## src/rtl/alu_bist_engine.sv

```systemverilog
// -----------------------------------------------------------------------------
// alu_bist_engine
//
// Built-in self-test initiator for the datapath ALU. While a test runs it owns
// the ALU inputs: two Galois LFSRs supply operands A and B and a function
// counter sweeps codes 0..NUM_FUNCS-1, applying NUM_VECTORS operand pairs per
// code. Every ALU result is folded into a 32-bit MISR signature and the zero
// flag is cross-checked against the result. On completion the signature is
// compared with a supplied golden value to produce pass/fail.
//
// Ports:
//   clk             rising-edge clock
//   reset           synchronous, active-high reset (wins over start)
//   start           launch a test; honoured only in IDLE and DONE
//   golden_sig      expected final signature, compared on DONE entry
//   alu_result      ALU result (combinational from alu_a/alu_b/alu_function)
//   alu_zero        ALU zero flag
//   alu_a, alu_b    registered operands driven to the ALU
//   alu_function    registered 4-bit function code driven to the ALU
//   busy            high while the sweep is running
//   done            high while the finished result is being held
//   pass            signature match and no zero-flag errors; valid with done
//   signature       current MISR value
//   zero_err_count  zero-flag mismatches seen, saturating at 16'hFFFF
// -----------------------------------------------------------------------------
module alu_bist_engine #(
  parameter int          NUM_VECTORS = 16,
  parameter int          NUM_FUNCS   = 10,
  parameter logic [31:0] SEED_A      = 32'h0000_0001,
  parameter logic [31:0] SEED_B      = 32'hACE1_2468
) (
  input  logic        clk,
  input  logic        reset,
  input  logic        start,
  input  logic [31:0] golden_sig,
  input  logic [31:0] alu_result,
  input  logic        alu_zero,
  output logic [31:0] alu_a,
  output logic [31:0] alu_b,
  output logic [3:0]  alu_function,
  output logic        busy,
  output logic        done,
  output logic        pass,
  output logic [31:0] signature,
  output logic [15:0] zero_err_count
);

  localparam logic [1:0] ST_IDLE = 2'd0;
  localparam logic [1:0] ST_RUN  = 2'd1;
  localparam logic [1:0] ST_DONE = 2'd2;

  localparam logic [31:0] LFSR_POLY = 32'h8020_0003;
  localparam logic [31:0] MISR_POLY = 32'h04C1_1DB7;

  // An all-zero LFSR never leaves zero, so a zero seed is promoted to 1.
  localparam logic [31:0] SEED_A_EFF = (SEED_A == 32'h0) ? 32'h1 : SEED_A;
  localparam logic [31:0] SEED_B_EFF = (SEED_B == 32'h0) ? 32'h1 : SEED_B;

  localparam int              VEC_W     = (NUM_VECTORS > 1) ? $clog2(NUM_VECTORS) : 1;
  localparam logic [VEC_W-1:0] VEC_LAST = VEC_W'(NUM_VECTORS - 1);
  localparam logic [3:0]      FUNC_LAST = 4'(NUM_FUNCS - 1);

  logic [1:0]       state;
  logic [VEC_W-1:0] vec_cnt;
  logic [31:0]      sig_next;
  logic [15:0]      zerr_next;
  logic             zero_mismatch;
  logic             last_vec;
  logic             last_func;

  function automatic logic [31:0] lfsr_step(input logic [31:0] x);
    return (x >> 1) ^ (x[0] ? LFSR_POLY : 32'h0);
  endfunction

  // Next-state values for the compressor and the flag checker; they are used
  // both for the register update and for the pass decision on DONE entry, so
  // pass reflects the final vector as well.
  // NOTE: every always_comb output gets a default first so no latch is inferred.
  always_comb begin
    sig_next      = {signature[30:0], 1'b0} ^ (signature[31] ? MISR_POLY : 32'h0) ^ alu_result;
    zero_mismatch = alu_zero != (alu_result == 32'h0);
    zerr_next     = zero_err_count;
    if (zero_mismatch && (zero_err_count != 16'hFFFF)) begin
      zerr_next = zero_err_count + 16'd1;
    end
    last_vec  = (vec_cnt == VEC_LAST);
    last_func = (alu_function == FUNC_LAST);
  end

  assign busy = (state == ST_RUN);
  assign done = (state == ST_DONE);

  // NOTE: sequential state uses non-blocking assignments so every register
  // samples pre-edge values, independent of statement order.
  always_ff @(posedge clk) begin
    if (reset) begin
      state          <= ST_IDLE;
      alu_a          <= 32'h0;
      alu_b          <= 32'h0;
      alu_function   <= 4'h0;
      vec_cnt        <= '0;
      signature      <= 32'h0;
      zero_err_count <= 16'h0;
      pass           <= 1'b0;
    end else begin
      case (state)
        ST_IDLE, ST_DONE: begin
          // Restart from DONE is identical to a launch from IDLE.
          if (start) begin
            state          <= ST_RUN;
            alu_a          <= SEED_A_EFF;
            alu_b          <= SEED_B_EFF;
            alu_function   <= 4'h0;
            vec_cnt        <= '0;
            signature      <= 32'h0;
            zero_err_count <= 16'h0;
            pass           <= 1'b0;
          end
        end

        ST_RUN: begin
          // The vector on alu_a/alu_b has been held a full cycle; its result
          // is absorbed at this closing edge. start is ignored here.
          signature      <= sig_next;
          zero_err_count <= zerr_next;
          if (last_vec && last_func) begin
            state        <= ST_DONE;
            alu_a        <= 32'h0;
            alu_b        <= 32'h0;
            alu_function <= 4'h0;
            vec_cnt      <= '0;
            pass         <= (sig_next == golden_sig) && (zerr_next == 16'h0);
          end else begin
            // Operand LFSRs free-run across function boundaries.
            alu_a <= lfsr_step(alu_a);
            alu_b <= lfsr_step(alu_b);
            if (last_vec) begin
              vec_cnt      <= '0;
              alu_function <= alu_function + 4'd1;
            end else begin
              vec_cnt <= vec_cnt + 1'b1;
            end
          end
        end

        default: state <= ST_IDLE;
      endcase
    end
  end

endmodule

```

## config.mk

```make
export PLATFORM = sky130hd
export DESIGN_NAME = alu_bist_engine
export DESIGN_NICKNAME = d
export VERILOG_FILES = /design/src/rtl/alu_bist_engine.sv
export SDC_FILE = /design/constraint.sdc
export NUM_CORES = 1
export LEC_CHECK = 0
export BUFFER_PORTS_ARGS = -buffer_cell sky130_fd_sc_hd__buf_2
export CAP_MARGIN = 25
export CELL_PAD_IN_SITES_DETAIL_PLACEMENT = 0
export CELL_PAD_IN_SITES_GLOBAL_PLACEMENT = 1
export CORE_ASPECT_RATIO = 2
export CORE_MARGIN = 2
export CORE_UTILIZATION = 37
export CTS_CLUSTER_DIAMETER = 30
export DETAILED_ROUTE_END_ITERATION = 8
export PLACE_DENSITY = 0.9
export SLEW_MARGIN = 20
export SYNTH_ARGS = -nofsm -noshare
export SYNTH_HDL_FRONTEND = slang
export SYNTH_SLANG_ARGS = --single-unit
```

## constraint.sdc

```tcl
create_clock -name clk -period 3.5 [get_ports clk]
set_input_delay 0.7 -clock clk [delete_from_list [all_inputs] [get_ports clk]]
set_output_delay 0.7 -clock clk [all_outputs]
set_load 0.05 [all_outputs]
```

### Yosys cells after proc, flatten, opt, wreduce, memory -nomap -nowiden

Index checks and enable logic that the tools add are counted.

| storage, ports and cells | value |
|---|---|
| flip-flop bits (word level) | 123 |
| bits of input ports | 68 |
| output and inout port bits | 119 |
| logic and storage cells | 64 |

| operators by class | value |
|---|---|
| add/sub/neg operators | 3 |
| eq/ne operators | 10 |
| mux-type cells | 27 |
| bitwise gates (word level) | 4 |
| reduce and logical (&&, ||, !) cells | 12 |

Operators with widths:

| operator | count |
|---|---|
| 32-bit two-way mux | 7 |
| 32-bit case mux with 2 select lines | 3 |
| 31-bit by 32-bit bitwise XOR with 32-bit output | 2 |
| 32-bit == test | 1 |
| 32-bit zero test | 1 |
| 16-bit two-way mux | 2 |
| 16-bit case mux with 2 select lines | 1 |
| 32-bit by 27-bit bitwise XOR with 32-bit output | 1 |
| 32-bit bitwise XOR | 1 |
| 27-bit two-way mux | 1 |
| 4-bit two-way mux | 5 |
| 16-bit by 1-bit adder with 16-bit output, second input constant | 1 |
| 16-bit zero test | 1 |
| 16-bit != test, second input constant | 1 |
| 4-bit case mux with 2 select lines | 2 |
| 4-bit by 1-bit adder with 4-bit output, second input constant | 2 |
| 4-bit == test, second input constant | 2 |
| 3-bit AND reduction | 2 |
| 2-bit two-way mux | 2 |
| 2-bit case mux with 2 select lines | 1 |
| 2-bit AND reduction | 2 |
| 1-bit logical AND | 3 |
| 3-bit by 1-bit != test with 1-bit output, second input constant | 1 |
| 2-bit by 1-bit == test with 1-bit output, second input constant | 1 |
| other kinds (9) | 10 |

### Longest topological paths before layout

| logic depth | value |
|---|---|
| word-level depth | 8 |
| depth in mapped cells | 10 |
| gate-level depth less buffers | 10 |

### Worst setup path after synthesis

OpenSTA, ideal clock, no wires.

| path | value |
|---|---|
| kind | reg2reg |
| start point | register zero_err_count[0] |
| end point | register pass |
| library setup time | 0.069 ns |
| arrival time | 2.923 ns |
| required time | 3.431 ns |
| setup slack | 0.507 ns |
| cell stages (with the launch flop) | 10 |
| buffers on the path | 0 |
| period minus slack after synthesis | 2.993 ns |
| cells stage by stage | dfxtp_1 ha_1 nand3_1 or4_4 nor4b_2 or2_1 a2111o_1 a211oi_2 nand4_1 o21ai_1 |

| between the ends | value |
|---|---|
| longest elaborated chain between the ends | 7 |
| elaborated cells between the ends (all ways) | 8 |
| classes of those cells | 1 x add/sub; 1 x eq/ne; 3 x mux; 3 x reduce/logical |

Ends and longest elaborated chain:

| item | RTL line | source |
|---|---|---|
| from (decl) | 45 | `output logic [15:0] zero_err_count` |
| from (signal assigned) | 125 | `zero_err_count <= zerr_next;` |
| branches (longest 2 deep; another with 16-bit by 1-bit adder with 16-bit output) | n/a |  |
| 16-bit two-way mux (*) | 83 | `if (zero_mismatch && (zero_err_count != 16'hFFFF)) begin` |
| 16-bit zero test (*) | 132 | `pass <= (sig_next == golden_sig) && (zerr_next == 16'h0);` |
| 1-bit logical AND (*) | 132 |  |
| 1-bit two-way mux (*) | 126 | `if (last_vec && last_func) begin` |
| 1-bit case mux with 2 select lines (*) | 106 | `case (state)` |
| to (signal assigned) | 132 |  |
| to (decl) | 43 | `output logic pass,` |

Every way passes the cells marked *. The select of a mux whose other input is x is not followed.
A chain may end at the register's enable or synchronous reset.

### Worst setup path after layout

Same ends and word-level chain as after synthesis.

==> metrics.txt <==
# TYPE chip_impl_metric gauge
chip_impl_metric{name="post-place-ws",unit="ps"} 393
chip_impl_info{name="synth_most_common_cell",value="dfxtp_1"} 1
chip_impl_info{name="synth.top_cells.by_area",value="dfxtp_1, a22oi_1, xor2_1"} 1
chip_impl_metric{name="timing.final.crit_share",unit="%"} 87.5
chip_impl_metric{name="p_per_area",unit="mW/mm²"} 520
chip_impl_metric{name="clkLatencyLatePin",unit="ps"} 410
chip_impl_info{name="critical_path.reg2reg.startpoint",value="zero_err_count[0]"} 1
chip_impl_metric{name="ant_nets",unit=""} 0
chip_impl_metric{name="total_power",unit="mW"} 3.95
chip_impl_info{name="synth_area_leader_cell",value="dfxtp_1"} 1
chip_impl_metric{name="numCtsBuffers",unit=""} 17
chip_impl_info{name="clock_tree.root_cell",value="clkbuf_16"} 1
chip_impl_metric{name="drt_drc_violations_left",unit=""} 0
chip_impl_metric{name="clockBufferDepth",unit=""} 2
chip_impl_metric{name="synth_edf_count",unit=""} 0
chip_impl_metric{name="ios",unit=""} 187
chip_impl_metric{name="hold_viol",unit=""} 0
chip_impl_metric{name="synthesis.yosys.warnings",unit=""} 0
chip_impl_metric{name="floorplan.rows",unit=""} 65
chip_impl_metric{name="clk_pin_slew",unit="ps"} 60
chip_impl_metric{name="power.sequential.fraction",unit="%"} 38.1
chip_impl_info{name="run_status",value="finished clean"} 1
chip_impl_info{name="endpoint_kind",value="register"} 1
chip_impl_metric{name="synth_cell_types",unit=""} 57
chip_impl_metric{name="timing.final.crit_period",unit="ps"} 3060
chip_impl_metric{name="finalWeightedCongestion",unit=""} 0.865
chip_impl_metric{name="finalWirelength",unit="µm"} 17200
chip_impl_metric{name="rr_worst_depth",unit=""} 9
chip_impl_metric{name="critical_path.max_fanout",unit=""} 8
chip_impl_metric{name="critical_path_required_time",unit="ps"} 3830
chip_impl_metric{name="net-switching-power",unit="mW"} 1.21
chip_impl_metric{name="final.setup.worst_slack",unit="ps"} 437
chip_impl_metric{name="routedWlPerCell",unit="µm"} 16.0
chip_impl_info{name="crit-reg2reg-capture",value="pass"} 1
chip_impl_metric{name="timing.fmax",unit="MHz"} 326
chip_impl_metric{name="synth_area",unit="mm²"} 0.00586
chip_impl_metric{name="worst_clock_skew",unit="ps"} 13.2
chip_impl_info{name="hold_path_startpoint",value="vec_cnt[3]"} 1
chip_impl_metric{name="core-area",unit="mm²"} 0.0156
chip_impl_metric{name="finalMaxSlewViolations",unit=""} 0
chip_impl_metric{name="syn_inst_count",unit=""} 680
chip_impl_metric{name="setup.reg_to_reg.worst_slack",unit="ps"} 440
chip_impl_metric{name="dr.first_iter.drc_count",unit=""} 333
chip_impl_info{name="tritoncts",value="built"} 1
chip_impl_metric{name="postSynthNetCount",unit=""} 752
chip_impl_metric{name="post_cts.resized_instances",unit=""} 0
chip_impl_metric{name="die_area",unit="mm²"} 0.0169
chip_impl_metric{name="post-cts-setup-buffers",unit=""} 0
chip_impl_metric{name="post_synth.cell_area_avg",unit="µm²"} 8.61
chip_impl_metric{name="start_util",unit="%"} 37.5
chip_impl_metric{name="arrival_time_of_data_at_the_critical_path_endpoint",unit="ps"} 3390
chip_impl_info{name="critPathKind",value="register to register"} 1
chip_impl_metric{name="ys_ff_latch",unit=""} 123
chip_impl_metric{name="power.clock.fraction",unit="%"} 44.9
chip_impl_metric{name="drive_gt1_share",unit="%"} 28.4
chip_impl_metric{name="clock-sinks",unit=""} 123
chip_impl_info{name="grt_setup_unrepaired",value="no"} 1
chip_impl_metric{name="setup-violations-final",unit=""} 0
chip_impl_metric{name="area.growth.synth_to_final",unit="%"} 29.7
chip_impl_info{name="netlist_top_cells_count",value="dfxtp_1, nor2_1, a22oi_1"} 1
chip_impl_metric{name="synth.yosys.seq_area_share",unit="%"} 42.1
chip_impl_metric{name="vias",unit=""} 5669
chip_impl_metric{name="via_per_inst",unit=""} 5.30
chip_impl_metric{name="ys_async_sr_fraction",unit="%"} 0
chip_impl_info{name="timing.critical_path.from",value="zero_err_count[0]"} 1
chip_impl_metric{name="p_int",unit="mW"} 2.74
chip_impl_metric{name="relSlewSlack",unit="%"} 40.1
chip_impl_metric{name="grt.total_usage",unit="%"} 20.2
chip_impl_info{name="hold_wc_path_type",value="register to register"} 1
chip_impl_metric{name="globalRouteOverflowTotal",unit=""} 0
chip_impl_metric{name="pwr-share-comb",unit="%"} 17.0
chip_impl_metric{name="max-cap-violations",unit=""} 0
chip_impl_metric{name="grt_first_pass_wirelength",unit="µm"} 27600
chip_impl_info{name="endpoint",value="pass"} 1
chip_impl_metric{name="antenna_found_initial",unit=""} 2
chip_impl_metric{name="fin_setup_tns",unit="ps"} 0
chip_impl_metric{name="dieWidth",unit="µm"} 93.0
chip_impl_metric{name="hpwl",unit="µm"} 12300
chip_impl_info{name="crit_path_start_kind",value="register"} 1
chip_impl_metric{name="cts_htree_levels",unit=""} 4
chip_impl_metric{name="switching_share",unit="%"} 30.6
chip_impl_metric{name="chipHeight",unit="µm"} 182
chip_impl_metric{name="vdd_ir_drop_max",unit="mV"} 0.341
chip_impl_metric{name="cts_hold_buffers",unit=""} 0
chip_impl_metric{name="finalNetCount",unit=""} 925
chip_impl_info{name="yosys_most_used_dff",value="dfxtp_1"} 1
chip_impl_metric{name="vias_in_the_first_global_route",unit=""} 5338
chip_impl_metric{name="firstDrtPassIters",unit=""} 5
chip_impl_metric{name="worst_pin_slew",unit="ps"} 895
chip_impl_metric{name="power_leakage",unit="nW"} 3.32
chip_impl_metric{name="buffer_ports.inserted",unit=""} 186
chip_impl_metric{name="synth_top_cell_area_share",unit="%"} 42.1
chip_impl_metric{name="largest_net_degree_at_the_start_of_global_routing",unit=""} 65
-- layout by cell type (no fill, tap or decap), types with 3 or more instances in the layout --
| cell | count |
|---|---|
| inv_6 | 8 |
| dfxtp_1 | 123 |
| ha_1 | 4 |
| a22o_1 | 9 |
| a21oi_1 | 43 |
| nand2b_1 | 5 |
| nor2_1 | 103 |
| nand4_1 | 13 |
| clkbuf_16 | 17 |
| a22oi_1 | 71 |
| o211ai_1 | 3 |
| nand2_1 | 32 |
| a21o_1 | 3 |
| nand3_1 | 20 |
| o21ai_0 | 18 |
| buf_2 | 185 |
| a311oi_1 | 3 |
| o31ai_1 | 4 |
| or3_1 | 4 |
| xnor2_1 | 37 |
| xor2_1 | 49 |
| nor3_1 | 16 |
| inv_1 | 5 |
| buf_4 | 16 |
| a31oi_1 | 3 |
| nand3b_1 | 5 |
| nor4_1 | 13 |
| and3_1 | 5 |
| nor2b_1 | 3 |
-- worst min path at each step --
stage	slack, ps	depth (start not counted)	end
after floorplan	440	2	vec_cnt[3]
after global placement	450	2	vec_cnt[3]
after detailed placement	460	2	vec_cnt[3]
after CTS	470	2	vec_cnt[3]
after global routing	510	2	alu_b[13]
final	470	2	vec_cnt[3]
-- layout make-up --
class,instances,area (µm²)
Clock buffer,17,425
Tap cell,201,251
Clock inverter,15,176
Multi-Input combinational cell,503,3200
Antenna cell,2,5.00
Inverter,7,26.3
Fill cell,1586,8020
Timing Repair Buffer,201,1050
Sequential cell,123,2460
-- routing by layer --
layer	global-route usage (%)	vias up	share of wire, %
li1	-	2794	-
met1	25.9	2659	43
met2	33.6	201	50
met3	4.77	15	6.2
met4	6.00	0	1.2
met5	0	-	0
-- power groups by stage --
stage	registers (mW)	logic (mW)	clock network [mW]
after global placement	1.53	0.666	0
after detailed placement	1.53	0.673	0
after CTS	1.50	0.674	1.81
after floorplan	1.68	0.315	0
after global routing	1.51	0.726	1.88
final	1.50	0.670	1.77
-- state kept, by name, indices dropped and copies added (netlist names) --
register        cells
alu_a              32
state               2
vec_cnt             4
zero_err_count     16
signature          32
alu_b              32
pass                1
alu_function        4
-- critical path, cell delays in order, from the launching register on --
cell and delay (ps):
dfxtp_1 500, ha_1 350, nand3_1 190, or4_4 540, nor4b_2 200, nor2_1 400, nor3_1 150, o31ai_1 420
nand4_1 130, o21ai_1 100
-- per-stage QoR --
step	std cells	instance area (µm²)	utilization, %	hold slack [ps]
after floorplan	680	5860	-	435
after global placement	1035	6990	44.7	446
after detailed placement	1035	6990	44.7	459
after CTS	1067	7590	48.6	471
after global routing	1069	7590	48.6	514
final	1069	7590	48.6	475
-- logic make-up (layout without fill, tap and decap cells) --
| kind of cell | count (synthesis) | after routing | synth area share, % |
|---|---|---|---|
| DFF | 123 | 123 | 42.1 |
| other | 0 | 2 | 0 |
| xor gates and xnor gates | 88 | 88 | 13.6 |
| muxes | 3 | 3 | 0.534 |
| AOI/OAI and AO/OA | 171 | 171 | 19.9 |
| and+or+nand+nor | 237 | 237 | 19.5 |
| buffers and inverters | 54 | 240 | 3.57 |
| adders and majority gates | 4 | 4 | 0.855 |
No activity file was read; power rests on OpenSTA's default activity.
